===== src/rtl/seg_pkg.sv =====
// Shared constants and helpers for the probe display: hex-to-segment table,
// the blank segment pattern and a one-hot test.
package seg_pkg;

    localparam int REFRESH_DIV_DEFAULT = 100000;

    localparam logic [6:0] SEG_BLANK = 7'h7F;

    // Active-low {g,f,e,d,c,b,a} patterns for nibble values 0..F
    localparam logic [6:0] HEX7 [16] = '{
        7'h40, 7'h79, 7'h24, 7'h30, 7'h19, 7'h12, 7'h02, 7'h78,
        7'h00, 7'h10, 7'h08, 7'h03, 7'h46, 7'h21, 7'h06, 7'h0E
    };

    // Vectors up to 64 bits wide; callers zero-extend narrower selects
    function automatic logic is_onehot(input logic [63:0] v);
        int unsigned n;
        n = 32'd0;
        for (int i = 0; i < 64; i++) begin
            n = n + 32'(v[i]);
        end
        return (n == 32'd1);
    endfunction

endpackage


===== src/rtl/seg_hex7_decoder.sv =====
// Combinational nibble to active-low 7-segment pattern.
module seg_hex7_decoder
    import seg_pkg::*;
(
    input  logic [3:0] nib_i,
    output logic [6:0] seg_o
);

    // Table lookup of the segment pattern
    always_comb begin
        seg_o = HEX7[nib_i];
    end

endmodule


===== src/rtl/seg_probe_display.sv =====
// Debug probe display: one-hot channel select, per-frame snapshot, paged hex
// scan on common-anode digits. Define SEG_BLANK_LEADING_ZERO_EN to blank leading zeros.
module seg_probe_display
    import seg_pkg::*;
#(
    parameter int N_CH        = 15,
    parameter int DATA_W      = 32,
    parameter int DIGITS      = 4,
    parameter int REFRESH_DIV = REFRESH_DIV_DEFAULT
) (
    input  logic                     clk,
    input  logic                     reset,
    input  logic [N_CH*DATA_W-1:0]   probe_bus,
    input  logic [N_CH-1:0]          sel,
    input  logic                     freeze,
    input  logic                     page_next,
    output logic [6:0]               seg,
    output logic                     dp,
    output logic [DIGITS-1:0]        an,
    output logic                     sel_err
);

    localparam int PAGE_W = 4 * DIGITS;
    localparam int PAGES  = DATA_W / PAGE_W;
    localparam int CNT_W  = $clog2(REFRESH_DIV);
    localparam int DIG_W  = (DIGITS > 1) ? $clog2(DIGITS) : 1;
    localparam int PG_W   = (PAGES > 1) ? $clog2(PAGES) : 1;

    logic [CNT_W-1:0]  cnt_q,    cnt_d;
    logic [DIG_W-1:0]  dig_q,    dig_d;
    logic [PG_W-1:0]   page_q,   page_d;
    logic [DATA_W-1:0] shadow_q, shadow_d;
    logic [6:0]        seg_q,    seg_d;
    logic              dp_q,     dp_d;
    logic [DIGITS-1:0] an_q,     an_d;
    logic              sel_err_q, sel_err_d;

    logic [DATA_W-1:0] sel_word_s;
    logic              cnt_last_s;
    logic              frame_end_s;
    logic [31:0]       page_base_s;
    logic [31:0]       nib_idx_s;
    logic [3:0]        nib_s;
    logic [6:0]        hex_seg_s;
    logic              blank_s;

    assign cnt_last_s  = (cnt_q == CNT_W'(REFRESH_DIV - 1));
    assign frame_end_s = cnt_last_s && (dig_q == DIG_W'(DIGITS - 1));

    // Channel mux; anything but exactly one switch up reads as zero
    always_comb begin
        sel_word_s = '0;
        if (is_onehot(64'(sel))) begin
            for (int k = 0; k < N_CH; k++) begin
                if (sel[k]) begin
                    sel_word_s = probe_bus[k*DATA_W +: DATA_W];
                end else begin
                    sel_word_s = sel_word_s;
                end
            end
        end else begin
            sel_word_s = '0;
        end
    end

    // Refresh counter, digit scan, page stepping and frame snapshot
    always_comb begin
        cnt_d    = cnt_q;
        dig_d    = dig_q;
        page_d   = page_q;
        shadow_d = shadow_q;
        if (cnt_last_s) begin
            cnt_d = '0;
            dig_d = (dig_q == DIG_W'(DIGITS - 1)) ? '0 : dig_q + DIG_W'(1);
        end else begin
            cnt_d = cnt_q + CNT_W'(1);
        end
        if (frame_end_s && !freeze) begin
            shadow_d = sel_word_s;
        end else begin
            shadow_d = shadow_q;
        end
        if (page_next) begin
            page_d = (page_q == PG_W'(PAGES - 1)) ? '0 : page_q + PG_W'(1);
        end else begin
            page_d = page_q;
        end
    end

    assign page_base_s = 32'(page_q) * 32'(PAGE_W);
    assign nib_idx_s   = page_base_s + 32'(dig_q) * 32'd4;
    assign nib_s       = 4'(shadow_q >> nib_idx_s);

    seg_hex7_decoder u_hex7 (
        .nib_i (nib_s),
        .seg_o (hex_seg_s)
    );

`ifdef SEG_BLANK_LEADING_ZERO_EN
    logic [PAGE_W-1:0] page_word_s;
    logic [PAGE_W-1:0] upper_s;

    // Digit is a leading zero when it and every nibble above it in the page are zero
    always_comb begin
        page_word_s = PAGE_W'(shadow_q >> page_base_s);
        upper_s     = page_word_s >> (32'(dig_q) * 32'd4);
        blank_s     = (dig_q != '0) && (upper_s == '0);
    end
`else
    assign blank_s = 1'b0;
`endif

    // Next values of the registered display outputs
    always_comb begin
        an_d      = ~(DIGITS'(1'b1) << dig_q);
        seg_d     = blank_s ? SEG_BLANK : hex_seg_s;
        dp_d      = (32'(dig_q) == (32'(page_q) % 32'(DIGITS))) ? 1'b0 : 1'b1;
        sel_err_d = ~is_onehot(64'(sel));
    end

    // State and output registers
    always_ff @(posedge clk) begin
        if (reset) begin
            cnt_q     <= '0;
            dig_q     <= '0;
            page_q    <= '0;
            shadow_q  <= '0;
            seg_q     <= SEG_BLANK;
            dp_q      <= 1'b1;
            an_q      <= '1;
            sel_err_q <= 1'b0;
        end else begin
            cnt_q     <= cnt_d;
            dig_q     <= dig_d;
            page_q    <= page_d;
            shadow_q  <= shadow_d;
            seg_q     <= seg_d;
            dp_q      <= dp_d;
            an_q      <= an_d;
            sel_err_q <= sel_err_d;
        end
    end

    assign seg     = seg_q;
    assign dp      = dp_q;
    assign an      = an_q;
    assign sel_err = sel_err_q;

endmodule


===== config.mk =====
export PLATFORM = sky130hd
export DESIGN_NAME = seg_probe_display
export DESIGN_NICKNAME = d
export VERILOG_FILES = /design/src/rtl/seg_pkg.sv /design/src/rtl/seg_hex7_decoder.sv /design/src/rtl/seg_probe_display.sv
export SDC_FILE = /design/constraint.sdc
export NUM_CORES = 1
export LEC_CHECK = 0
export CORE_AREA = 2 2 198 200
export CTS_CLUSTER_DIAMETER = 40
export DETAILED_ROUTE_END_ITERATION = 10
export DIE_AREA = 0 0 200 202
export PLACE_DENSITY_LB_ADDON = 0.25
export SYNTH_ARGS = -nofsm -noshare
export SYNTH_HDL_FRONTEND = slang
export SYNTH_HIERARCHICAL = 1
export SYNTH_SLANG_ARGS = --single-unit
export TNS_END_PERCENT = 20

===== constraint.sdc =====
create_clock -name clk -period 6 [get_ports clk]
set_input_delay 1.5 -clock clk [delete_from_list [all_inputs] [get_ports clk]]
set_output_delay 1.5 -clock clk [all_outputs]
set_load 0.05 [all_outputs]

==> results_dict.tcl <==
set metrics [dict create \
    clkTransAtPathRegs_ns 0.05 \
    cp-end-kind "flop" \
    fp.dieW_um 200 \
    timing.rr.start "dig_q[1]" \
    ys.flop_type "dfxtp_1" \
    place_inst 1908 \
    rows 72 \
    ctsHtreeMaxLevel 3 \
    synth_top_area_frac 0.1766 \
    synth-edff-count 0 \
    drive_gt1_frac 0.06335 \
    gp_congestion 0.8905 \
    global_route.usage.met2 0.3863 \
    grt.overflow.total 0 \
    first_pass_iters 5 \
    synth-xor-area-share 0.02021 \
    grt_usage 0.2212 \
    critical_path.top_delay_family "adder cells" \
    reg2reg_slack_ns 3.22 \
    cts.path.max_buffers 2 \
    crit_buf_inv 7 \
    syn_avg_cell_area_um2 7.707 \
    yosysWarnings 6 \
    cts_made_buffers 9 \
    max_freq_mhz 166.9 \
    area_growth_pct 79.37 \
    dpl.hpwl_mm 38.05 \
    initial_utilization 0.1925 \
    rr_endpoint "seg[3]" \
    cts.sinks 65 \
    fin_ws_ns 0.008407 \
    status "complete, no violations" \
    synth_fa_ha_area_frac 0.05502 \
    ctsHoldBuffers 0 \
    cp.arrival_ns 6.23 \
    fin_skew_ns 0.008963 \
    critPathLaunchType "input pin" \
    die_y_um 202 \
    path_common_cell "fa_1" \
    port_buffers 511 \
    syn-cell-area_mm2 0.007368 \
    relSlewSlack 0.2547 \
    grt_max_degree 67 \
    setup_viol 0 \
    design_area_mm2 0.01322 \
    grt_use_met1 0.2790 \
    drc 0 \
    fin_setup_tns_ns 0 \
    power_density_mw_per_mm2 140.7 \
    preCtsSetupSlack_ns -0.7497 \
    cap_violations 0 \
    final_cells 1928 \
    clock_latency_ns 0.33 \
    critPathSlowestCell "fa_1" \
    fill_cells 4056 \
    grt_pass1_wl_mm 65.34 \
    antenna_found_initial 11 \
    async_reset_ff_frac 0 \
    wl_per_cell_um 24.23 \
    min_period_over_period 0.9986 \
    placed_area_mm2 0.01286 \
    synth_top_family_by_area "compound AO/OA/AOI/OAI gates" \
    num-nets-final 1928 \
    synth_nets 1482 \
    use_met3 0.05123 \
    crit_type "input pin to flop" \
    viasPerCell 5.094 \
    cp_max_fo 5 \
    p_total_mw 1.860 \
    p_leak_nw 4.661 \
    core_area_mm2 0.03829 \
    yosysTopAreaCell "dfxtp_1" \
    rsz0062_at_grt "yes" \
    synth-simple-area-share 0.1880 \
    postSynthCellCount 956 \
    worst_r2r_path_depth 7 \
    grt.busiest_layer "met2" \
    ys_types 60 \
    fin_hold_ws_ns 0.4520 \
    path_cells "buf_8, fa_1, inv_2, fa_1, inv_1, ha_1, inv_2, fa_1, inv_1, fa_1, inv_1, fa_1, inv_1, ha_2, fa_1, nor4b_4, o211ai_1, or2_4, o31ai_1" \
    fin_crit_ns 5.992 \
    ir_worst_vdd_mv 0.1153 \
    finalMaxSlewViolations 0 \
    die_area_mm2 0.04040 \
    regArea_mm2 0.001301 \
    hold_viol 0 \
    synth.area.mux_share 0.04024 \
    startpoint "sel[3]" \
    first_iter_violations 565 \
    synth.yosys.seq_area_share 0.1766 \
    cts_root_buf "clkbuf_16" \
    cp.depth 19 \
    worstMarginPinSlew_ns 1.117 \
    critPathMaxStageDelay_ns 0.57 \
    final_util 0.3452 \
    required_ns 6.24 \
    cts_tree "yes" \
    multi_input_area_mm2 0.005424 \
    totalWireLength_mm 46.72 \
    synth_compound_area_frac 0.4244 \
    vias 9822 \
    ant_nets 0 \
    synth_area_leaders "dfxtp_1, a221o_1, a221oi_1" \
    cp-endpoint "shadow_q[3]" \
    hold_path_class "flop to flop" \
    grt_pass1_vias 9980 \
    num_io_pins 512 \
    ys_ff_latch 65 \
]
==> worst register-to-register path: stages (launching register included) <==
cell	delay [ns]
dfxtp_1	0.73
mux4_2	0.46
mux2_2	0.36
inv_1	0.16
ha_1	0.16
inv_1	0.05
mux4_1	0.46
or2_2	0.28
==> sequential cells by signal, indices dropped and copies added (netlist names) <==
name	flops
seg	7
cnt_q	17
page_q	1
dp	1
an	4
dig_q	2
shadow_q	32
sel_err	1
==> routing by layer <==
metal,vias up,share of wire
met4,16,0.014
met1,4701,0.42
li1,4644,-
met3,46,0.073
met5,-,0.0025
met2,415,0.49
==> Yosys cell counts, drive strengths merged (4+ instances only) <==
| cell type | number |
|---|---|
| mux4 | 9 |
| inv | 59 |
| nor2b | 33 |
| a21oi | 94 |
| a211oi | 7 |
| xnor2 | 7 |
| clkbuf | 75 |
| a32o | 28 |
| fa | 9 |
| o31ai | 9 |
| o21ai | 63 |
| nand3 | 14 |
| a221oi | 58 |
| or3 | 4 |
| o22ai | 33 |
| a311oi | 27 |
| nand3b | 54 |
| or2 | 9 |
| o22a | 27 |
| buf | 30 |
| ha | 18 |
| a22oi | 4 |
| nor3b | 4 |
| nor2 | 41 |
| and3 | 7 |
| nand2 | 55 |
| mux2 | 5 |
| nor4 | 4 |
| nand2b | 4 |
| dfxtp | 65 |
| xor2 | 10 |
| a221o | 62 |
==> final cells by class <==
cell class | count | area share
Antenna cell | 5 | 0.0009467
Clock buffer | 12 | 0.02016
Clock inverter | 2 | 0.002840
Inverter | 59 | 0.01676
Multi-Input combinational cell | 727 | 0.4104
Sequential cell | 65 | 0.09846
Tap cell | 518 | 0.04904
Timing Repair Buffer | 540 | 0.4014
==> power breakdown <==
| part | switching [mW] | internal (mW) | total [mW] |
|---|---|---|---|
| Combinational | 0.393 | 0.493 | 0.886 |
| Clock | 0.178 | 0.350 | 0.528 |
| Sequential | 0.00510 | 0.440 | 0.445 |
==> layout by cell type (no fill, tap or decap), drive strengths merged, types with 3 or more instances in the layout <==
master,Yosys,routed
a211oi,7,7
a21oi,94,94
a221o,62,62
a221oi,58,58
a22oi,4,4
a311oi,27,27
a32o,28,28
and3,7,7
and3b,3,3
buf,30,39
clkbuf,75,12
clkdlybuf4s50,0,501
dfxtp,65,65
diode,0,5
fa,9,9
ha,18,18
inv,59,59
mux2,5,5
mux2i,3,3
mux4,9,9
nand2,55,55
nand2b,4,4
nand3,14,14
nand3b,54,54
nand4,3,3
nor2,41,41
nor2b,33,33
nor3,3,3
nor3b,4,4
nor4,4,4
o21ai,63,63
o22a,27,27
o22ai,33,33
o31a,3,3
o31ai,9,9
or2,9,9
or3,4,4
xnor2,7,7
xor2,10,10
==> cell families (layout without fill, tap and decap cells) <==
family | count (synthesis) | in the layout
simple gates | 242 | 242
xor+xnor | 17 | 17
compound gates | 424 | 424
mux | 17 | 17
other cells | 0 | 5
flops | 65 | 65
fa+ha+maj | 27 | 27
buf+inv | 164 | 613
==> what timing repair did <==
| item | in CTS | in global routing |
|---|---|---|
| resized for setup | 7 | 6 |
| pin swaps | 11 | 5 |
| endpoints found under the setup margin | 32 | 32 |
| buffers inserted | 1 | 0 |
==> how the worst min path moves through the flow <==
stage	startpoint	to	slack (ns)	depth (start not counted)
6_report	cnt_q[0]	cnt_q[0]	0.45	1
5_1_grt	cnt_q[0]	cnt_q[0]	0.47	1
4_1_cts	shadow_q[27]	shadow_q[27]	0.45	2
3_5_place_dp	shadow_q[27]	shadow_q[27]	0.43	2
3_3_place_gp	cnt_q[0]	cnt_q[0]	0.43	1
2_1_floorplan	cnt_q[0]	cnt_q[0]	0.42	1
Note: power is estimated with default switching activity, not from simulation.
